--- config.mk ---
export PLATFORM = sky130hd
export DESIGN_NAME = sqrt_seg_engine
export DESIGN_NICKNAME = d
export VERILOG_FILES = /design/src/rtl/sqrt_seg_pkg.sv /design/src/rtl/hex_seg7.sv /design/src/rtl/sqrt_seg_engine.sv
export SDC_FILE = /design/constraint.sdc
export NUM_CORES = 1
export LEC_CHECK = 0
export CORE_AREA = 2 2 94 163
export CTS_BUF_LIST = sky130_fd_sc_hd__clkbuf_8
export DETAILED_ROUTE_END_ITERATION = 16
export DIE_AREA = 0 0 96 165
export PLACE_DENSITY = 0.55
export REMOVE_ABC_BUFFERS = 1
export SYNTH_ARGS = -nofsm -noshare
export SYNTH_HDL_FRONTEND = slang
export SYNTH_SLANG_ARGS = --single-unit
--- constraint.sdc ---
create_clock -name clk -period 4.9 [get_ports clk]
set_input_delay 0.98 -clock clk [delete_from_list [all_inputs] [get_ports clk]]
set_output_delay 0.98 -clock clk [all_outputs]
set_load 0.01 [all_outputs]
--- src/rtl/sqrt_seg_pkg.sv ---
// Shared types and display constants for the square-root seven-segment engine.
// Optional build macro SQRT_SEG_ZERO_BLANK_EN is consumed by sqrt_seg_engine.
package sqrt_seg_pkg;

    typedef enum logic {
        IDLE = 1'b0,
        CALC = 1'b1
    } state_t;

    localparam logic [6:0] GLYPH_P     = 7'b1110011;
    localparam logic [6:0] GLYPH_Q     = 7'b1100111;
    localparam logic [6:0] GLYPH_BLANK = 7'b0000000;

    // Segment order {g,f,e,d,c,b,a}, active-high.
    localparam logic [6:0] HEX_SEG [16] = '{
        7'b0111111, 7'b0000110, 7'b1011011, 7'b1001111,
        7'b1100110, 7'b1101101, 7'b1111101, 7'b0000111,
        7'b1111111, 7'b1101111, 7'b1110111, 7'b1111100,
        7'b0111001, 7'b1011110, 7'b1111001, 7'b1110001
    };

endpackage

--- src/rtl/hex_seg7.sv ---
// 4-bit hex digit to 7-segment decode.
// Pure combinational lookup into the shared table.
module hex_seg7
    import sqrt_seg_pkg::*;
(
    input  logic [3:0] nib,
    output logic [6:0] seg
);

    assign seg = HEX_SEG[nib];

endmodule

--- src/rtl/sqrt_seg_engine.sv ---
// Sequential restoring square root with a paged seven-segment readout.
// Define SQRT_SEG_ZERO_BLANK_EN to blank leading zero nibbles of root/rem.
module sqrt_seg_engine
    import sqrt_seg_pkg::*;
#(
    parameter int DATA_W = 16,
    parameter int ROOT_W = DATA_W / 2
) (
    input  logic              clk,
    input  logic              rst,
    input  logic              start,
    input  logic              next,
    input  logic [DATA_W-1:0] din,
    output logic              busy,
    output logic              done,
    output logic [ROOT_W-1:0] root,
    output logic [ROOT_W:0]   rem,
    output logic [3:0]        pos,
    output logic [6:0]        seg
);

    localparam int RN   = (ROOT_W + 3) / 4;
    localparam int QN   = (ROOT_W + 4) / 4;
    localparam int LAST = RN + 1 + QN;
    localparam int CW   = $clog2(ROOT_W + 1);

    state_t              state;
    logic                start_q;
    logic                next_q;
    logic                start_edge;
    logic                next_edge;
    logic [DATA_W-1:0]   rad;
    logic [ROOT_W:0]     rem_acc;
    logic [ROOT_W-1:0]   root_acc;
    logic [CW-1:0]       cnt;

    logic [ROOT_W+2:0]   part;
    logic [ROOT_W+2:0]   trial;
    logic [ROOT_W+2:0]   diff;
    logic                fits;
    logic [ROOT_W:0]     rem_nx;
    logic [ROOT_W-1:0]   root_nx;

    logic [RN*4-1:0]     root_pad;
    logic [QN*4-1:0]     rem_pad;
    logic                in_root;
    logic                in_rem;
    logic                blank;
    logic [3:0]          nib;
    logic [6:0]          hex_seg;
    int                  idx;

    assign start_edge = start & ~start_q;
    assign next_edge  = next & ~next_q;

    // Button history for rising-edge detection.
    always_ff @(posedge clk or posedge rst) begin
        if (rst) begin
            start_q <= 1'b0;
            next_q  <= 1'b0;
        end else begin
            start_q <= start;
            next_q  <= next;
        end
    end

    // One restoring step: bring down two radicand bits, try subtracting 4*root+1.
    always_comb begin
        part    = {rem_acc, rad[DATA_W-1 -: 2]};
        trial   = {1'b0, root_acc, 2'b01};
        fits    = (part >= trial);
        diff    = part - trial;
        rem_nx  = fits ? diff[ROOT_W:0] : part[ROOT_W:0];
        root_nx = {root_acc[ROOT_W-2:0], fits};
    end

    // Control FSM, datapath registers, results and display position.
    always_ff @(posedge clk or posedge rst) begin
        if (rst) begin
            state    <= IDLE;
            busy     <= 1'b0;
            done     <= 1'b0;
            root     <= '0;
            rem      <= '0;
            pos      <= '0;
            rad      <= '0;
            rem_acc  <= '0;
            root_acc <= '0;
            cnt      <= '0;
        end else begin
            done <= 1'b0;
            unique case (state)
                IDLE: begin
                    if (start_edge) begin
                        rad      <= din;
                        rem_acc  <= '0;
                        root_acc <= '0;
                        cnt      <= CW'(ROOT_W - 1);
                        busy     <= 1'b1;
                        state    <= CALC;
                    end else if (next_edge) begin
                        if (pos == 4'(LAST))
                            pos <= '0;
                        else
                            pos <= pos + 4'd1;
                    end
                end
                CALC: begin
                    rad      <= rad << 2;
                    rem_acc  <= rem_nx;
                    root_acc <= root_nx;
                    if (cnt == '0) begin
                        state <= IDLE;
                        busy  <= 1'b0;
                        done  <= 1'b1;
                        root  <= root_nx;
                        rem   <= rem_nx;
                        pos   <= '0;
                    end else begin
                        cnt <= cnt - 1'b1;
                    end
                end
                default: state <= IDLE;
            endcase
        end
    end

    // Pick the nibble shown at the current position, MS nibble first.
    always_comb begin
        root_pad             = '0;
        root_pad[ROOT_W-1:0] = root;
        rem_pad              = '0;
        rem_pad[ROOT_W:0]    = rem;
        in_root = (int'(pos) >= 1) && (int'(pos) <= RN);
        in_rem  = (int'(pos) >= RN + 2) && (int'(pos) <= LAST);
        idx     = 0;
        nib     = 4'd0;
        blank   = 1'b0;
        if (in_root) begin
            idx = RN - int'(pos);
            nib = root_pad[idx*4 +: 4];
`ifdef SQRT_SEG_ZERO_BLANK_EN
            blank = (idx != 0) && ((root_pad >> (idx * 4)) == '0);
`endif
        end else if (in_rem) begin
            idx = LAST - int'(pos);
            nib = rem_pad[idx*4 +: 4];
`ifdef SQRT_SEG_ZERO_BLANK_EN
            blank = (idx != 0) && ((rem_pad >> (idx * 4)) == '0);
`endif
        end
    end

    hex_seg7 u_hex (
        .nib (nib),
        .seg (hex_seg)
    );

    // Final glyph selection for the display.
    always_comb begin
        if (pos == 4'd0)
            seg = GLYPH_P;
        else if (int'(pos) == RN + 1)
            seg = GLYPH_Q;
        else if ((in_root || in_rem) && !blank)
            seg = hex_seg;
        else
            seg = GLYPH_BLANK;
    end

endmodule

==> results of run 1 <==
-- state kept, by name, indices dropped and copies added (netlist names) --
register	cells
next_q	1
pos	4
rem	9
start_q	1
rem_acc	9
busy	1
cnt	4
root	8
done	1
rad	16
state	1
root_acc	8
-- worst max-delay path, cell delays in order (launching register included) --
cell and delay (ps):
dfrtp_1 460, inv_1 100, ha_2 510, nor2b_1 120, a21oi_1 150, o21ai_0 110, a22oi_2 310, inv_1 140
ha_1 250, inv_1 70, nor3b_2 40, o21a_1 200, o31ai_2 210, clkdlybuf4s50_1 570
-- per-layer routing --
layer  track usage  routed length [um]
met1         0.145                3880
met2         0.228                5060
met3        0.0205                 340
met4        0.0448                 119
met5             0                   0
-- worst max path at each step --
| stage | to | slack [ps] | depth (start not counted) |
|---|---|---|---|
| 5_1_grt | seg[0] | 20 | 13 |
| 2_1_floorplan | seg[3] | 960 | 11 |
| 6_report | seg[0] | 340 | 13 |
| 3_5_place_dp | seg[0] | 520 | 13 |
| 4_1_cts | seg[0] | 120 | 13 |
| 3_3_place_gp | seg[0] | 740 | 13 |
-- cell families (layout without fill, tap and decap cells) --
| logic type | after synthesis | after routing | share of synthesized area |
|---|---|---|---|
| buffers and inverters | 54 | 101 | 0.0613 |
| AO/OA/AOI/OAI | 110 | 110 | 0.190 |
| XOR/XNOR | 6 | 6 | 0.0137 |
| AND/OR/NAND/NOR | 122 | 122 | 0.153 |
| multiplexers | 39 | 39 | 0.102 |
| adder cells (fa/ha/maj) | 21 | 21 | 0.0685 |
| flip-flops | 63 | 63 | 0.411 |
-- report_power, final --
group / internal, mW / total, mW / switching [mW]
registers: 0.748 / 0.926 / 0.178
logic: 0.935 / 2.12 / 1.18
clock network: 0.242 / 0.443 / 0.200
-- cell usage in the layout (no fill, tap or decap), types with 4 or more instances in the layout --
master and count:
ha_1 20, o21ai_1 10, a31oi_1 6, clkbuf_8 10
o31ai_1 9, mux2i_1 37, nor3_1 4, nand3_1 4
a21oi_1 15, nand2b_1 4, o22ai_1 4, clkdlybuf4s50_1 49
xnor2_1 4, o21a_1 6, inv_1 32, nor2_1 23
nand2_1 63, buf_4 5, dfrtp_1 62, o21ai_0 33
-- through the flow --
| stage | instances | power, mW | hold WS [ps] | setup WS (ps) |
|---|---|---|---|---|
| 2_1_floorplan | 393 | 2.34 | 449 | 958 |
| 3_3_place_gp | 627 | 2.99 | 459 | 737 |
| 3_5_place_dp | 627 | 3.05 | 460 | 521 |
| 4_1_cts | 642 | 3.51 | 478 | 124 |
| 5_1_grt | 642 | 3.81 | 509 | 24.6 |
| 6_report | 642 | 3.48 | 478 | 343 |
-- layout make-up --
cell class	instances	share of cell area
tap	180	0.0482
multi-input combinational	298	0.435
clock buffer	10	0.0294
inverter	32	0.0257
clock inverter	5	0.0112
timing repair buffer	54	0.113
sequential	63	0.337
-- what timing repair did --
| item | in CTS | in global routing |
|---|---|---|
| resized for setup | 0 | 2 |
| hold endpoints to repair | 0 | 0 |
| setup endpoints to repair | 0 | 5 |
==> flow_summary.toml, run 1 <==
[grt]
gr-usage-all-layers = 0.126
grt_overflow = 0
grt_max_degree = 72
grt_pass1_wl_um = 15500
antenna_found_initial = 0
grt_pass1_vias = 3088

[logic_synthesis]
yosysTopAreaCellShare = 0.411
synth_seq_area_share = 0.411
synth_area_mm2 = 0.00384
ys_warn_count = 0
yosysUniqueCellTypes = 58
ys_ff_latch = 63
synth-main-ff-cell = "dfrtp_1"
synth_common_cells = "dfrtp_1, nand2_1, mux2i_1"
synth-edff-count = 0
yosys.area.top_type = "dfrtp_1"
syn-mean-instance-area_um2 = 9.25
synthCells = 415
ys_top_cells_by_area = "dfrtp_1, mux2i_1, ha_1"
synthArstFlopShare = 1.00

[timing]
fin_crit_ps = 4560
fin_skew_ps = 9.40
fin_crit_sh = 0.930
maxSlewViolCount = 0
setup_violations = 0
rsz0062_at_grt = "false"
setup_tns_ps = 0
tightest_slew_ps = 1140
fmax_mhz = 219
max_slew_margin = 0.240
finalHoldViolCount = 0

[hold_path]
min_path_cells = 2
min_from = "root_acc[3]"
min_to = "root_acc[4]"
hold_class = "register to register"

[placement]
gp_congestion = 0.853
io_buffers = 49
place_area_mm2 = 0.00448
dp_hpwl_um = 7000

[drt]
ant_nets = 0
drt_first_pass_iters = 4
routed_wl_um = 9400
drc = 0
viasPerCell = 4.83
drtIter0Drc = 187
wl_per_cell_um = 14.6
route.vias.total = 3098

[floorplanning]
dieArea_mm2 = 0.0158
ios = 50
coreArea_mm2 = 0.0144
placementRows = 58
die_w_um = 96
die_height_um = 165
start_util = 0.266

[cells_and_area]
stdcell_area_mm2 = 0.00468
n_fill_cell = 1511
regArea_mm2 = 0.00158
fin_util = 0.324
area_growth_pct = 21.9
multi_input_area_mm2 = 0.00204
layout.nets = 499
drive_above_1_share = 0.0779
diodes = 0

[pwr]
powerDensity_mw_per_mm2 = 745
leakagePower_nw = 2.04
ir_drop_mv = 0.255

[cts]
cts.sinks = 63
cts_buffers = 9
cts_hold_buffers = 0
htreeDepth = 3
clockBufferDepth = 2
cts_tree = "yes"
clkTransAtPathRegs_ps = 60
cts_root_buf = "clkbuf_8"
cts_setup_buffers = 0
clock_latency_ps = 350

[worst_setup_path]
timing.rr.end = "rem_acc[6]"
r2r_cells = 8
setup.worst_path.start_class = "register"
crit_required_ps = 3920
crit_type = "register to primary output"
crit-reg2reg-launch = "root_acc[2]"
rrSetupSlack_ps = 2070
critPathMaxFanout = 15
critPathLaunch = "pos[1]"
cp.arrival_ps = 3580
endpoint_kind = "primary output"

[job]
maxCapViolations = 0

[run_status]
run_status = "completed"
No activity file was read; power rests on OpenSTA's default activity.
==> inputs of run 2 (changes only) <==
CORE_AREA = 2 2 129 119   (was 2 2 94 163)
DIE_AREA = 0 0 131 121   (was 0 0 96 165)
SKIP_LAST_GASP = 1   (was not set)
==> run 2 against run 1 <==
Utilization about the same. Fmax grew 1.8%. Sequential power is 1% higher. Critical path depth stayed put. Die area about the same. Global-route usage is 0.36 points lower. Setup slack better by 81 ps. Routed wire length decreased by 4.8%. Sequential share of layout area barely moved. First-iteration DRC count down 33%. Non-clock buffer count unchanged. Largest cell class unchanged. Critical endpoint unchanged. Register-to-register slack about the same.
==> flow_summary.toml, run 2 (synthesis results as in run 1) <==
[run_status]
run_status = "completed"

[worst_setup_path]
crit_type = "register to primary output"
critPathMaxFanout = 15
slowest_delay_ps = 560
path_cells = "inv_1, ha_2, nor2b_1, a21oi_1, o21ai_0, a22oi_2, inv_1, ha_1, inv_1, nor3b_2, o21a_1, o31ai_2, clkdlybuf4s50_1"
crit-reg2reg-launch = "root_acc[3]"
cp_common_cell = "inv_1"
setup.worst_path.start_class = "register"
r2r_cells = 8
critPathLaunch = "pos[0]"
cp.arrival_ps = 3500
crit_path_top_delay_cell = "clkdlybuf4s50_1"
crit_required_ps = 3920
endpoint_kind = "primary output"

[pwr]
p_sw_mw = 1.54
p_int_mw = 1.87
p_clk_frac = 0.114
seqPwrFrac = 0.274
comb_power_share = 0.612
switching_share = 0.450
powerDensity_mw_per_mm2 = 729
ir_drop_mv = 0.216
leakagePower_nw = 2.03

[timing]
maxSlewViolCount = 0
rsz0062_at_grt = "false"
hold_slack_ps = 476
finalHoldViolCount = 0
setup_tns_ps = 0
fin_crit_ps = 4480
fmax_mhz = 223
fin_crit_sh = 0.914
setup_violations = 0
fin_skew_ps = 10.9
tightest_slew_ps = 1170
max_slew_margin = 0.215

[placement]
gp_congestion = 0.851
dp_hpwl_um = 6540
io_buffers = 49
place_area_mm2 = 0.00450

[grt]
top_usage_layer = "met1"
grtUsageMet3 = 0.0340
grt_use_met1 = 0.180
grt_overflow = 0
grt_pass1_vias = 2969
grt_pass1_wl_um = 15200
grt_util_met2 = 0.178
antenna_found_initial = 0
grt_max_degree = 71
gr-usage-all-layers = 0.122

[hold_path]
min_from = "root_acc[1]"
hold_class = "register to register"
min_path_cells = 2

[job]
maxCapViolations = 0

[drt]
viasPerCell = 4.64
routed_wl_um = 8950
ant_nets = 0
drtIter0Drc = 125
route.vias.total = 3064
drc = 0
drt_first_pass_iters = 4
wl_per_cell_um = 13.5

[cts]
clockBufferDepth = 2
clock_latency_ps = 340
cts_tree = "yes"
cts_root_buf = "clkbuf_8"
cts_hold_buffers = 0
htreeDepth = 3
cts_buffers = 9
clkTransAtPathRegs_ps = 70
cts.sinks = 63

[cells_and_area]
drive_above_1_share = 0.0821
largest_reg_flops = 16
layout_commonest_cell = "nand2_1"
stdcell_area_mm2 = 0.00468
diodes = 0
top_regs = "rad x16, rem x9, rem_acc x9"
area_growth_pct = 21.9
layout.nets = 499
n_fill_cell = 1496
final_cell_mix = "nand2_1, dfrtp_1, clkdlybuf4s50_1"
largest-register = "rad"

[floorplanning]
ios = 50
placementRows = 42
dieArea_mm2 = 0.0159
die_w_um = 131
coreArea_mm2 = 0.0145
start_util = 0.266
die_height_um = 121
-- run 2: cell types whose count changed in the layout (fill, tap and decap cells not counted) --
cell        previous run  this run
bufinv_16              1         0
dfrtp_1               62        61
clkinv_2               0         3
clkinvlp_4             2         1
dfrtp_2                1         2
-- run 2: path summary, 6_finish.rpt --
check | end | slack [ps]
max in group asynchronous | rem_acc[7] | 2920
setup reg to reg | rem_acc[3] | 2080
setup / recovery | seg[0] | 420
hold reg to reg | root_acc[2] | 480
hold / removal | root_acc[2] | 480
min in group asynchronous | rad[9] | 1160
-- run 2: layer usage --
metal / vias to the layer above / wire (um)
met4: 0 / 68
met2: 63 / 3840
li1: 1551 / -
met5: - / 0
met3: 10 / 413
met1: 1440 / 4630
-- run 2: worst max-delay path: cells and delay by family, from the launching register on --
kind,cells,cell delay [ps]
compound gates,5,930
fa+ha+maj,2,750
buf+inv,4,850
flops,1,480
simple gates,2,140
-- run 2: stage by stage --
| step | worst slack [ps] | utilization | power [mW] | instances |
|---|---|---|---|---|
| floorplan | 958 | - | 2.34 | 393 |
| global placement | 545 | 0.312 | 2.98 | 645 |
| detailed placement | 424 | 0.312 | 3.03 | 645 |
| CTS | 54.2 | 0.323 | 3.44 | 661 |
| global route | 106 | 0.324 | 3.77 | 661 |
| finish | 424 | 0.324 | 3.41 | 661 |
-- run 2: power groups by stage --
stage | registers [mW] | logic [mW] | clock network (mW)
final | 0.935 | 2.09 | 0.388
after global routing | 0.976 | 2.36 | 0.429
after CTS | 0.940 | 2.09 | 0.406
after detailed placement | 0.950 | 2.08 | 0
after global placement | 0.941 | 2.04 | 0
after floorplan | 0.989 | 1.35 | 0
-- run 2: layout make-up --
type                            instances  area [um2]  share of cell area
Sequential cell                        63        1580               0.338
Tap cell                              198         248              0.0530
Inverter                               32         120              0.0257
Timing Repair Buffer                   54         528               0.113
Multi-Input combinational cell        298        2040               0.435
Clock inverter                          6        30.0             0.00642
Clock buffer                           10         138              0.0294
-- run 2: timing repair --
action,4_1_cts,5_1_grt
setup buffers,0,0
resized for setup,0,3
endpoints found under the setup margin,0,6
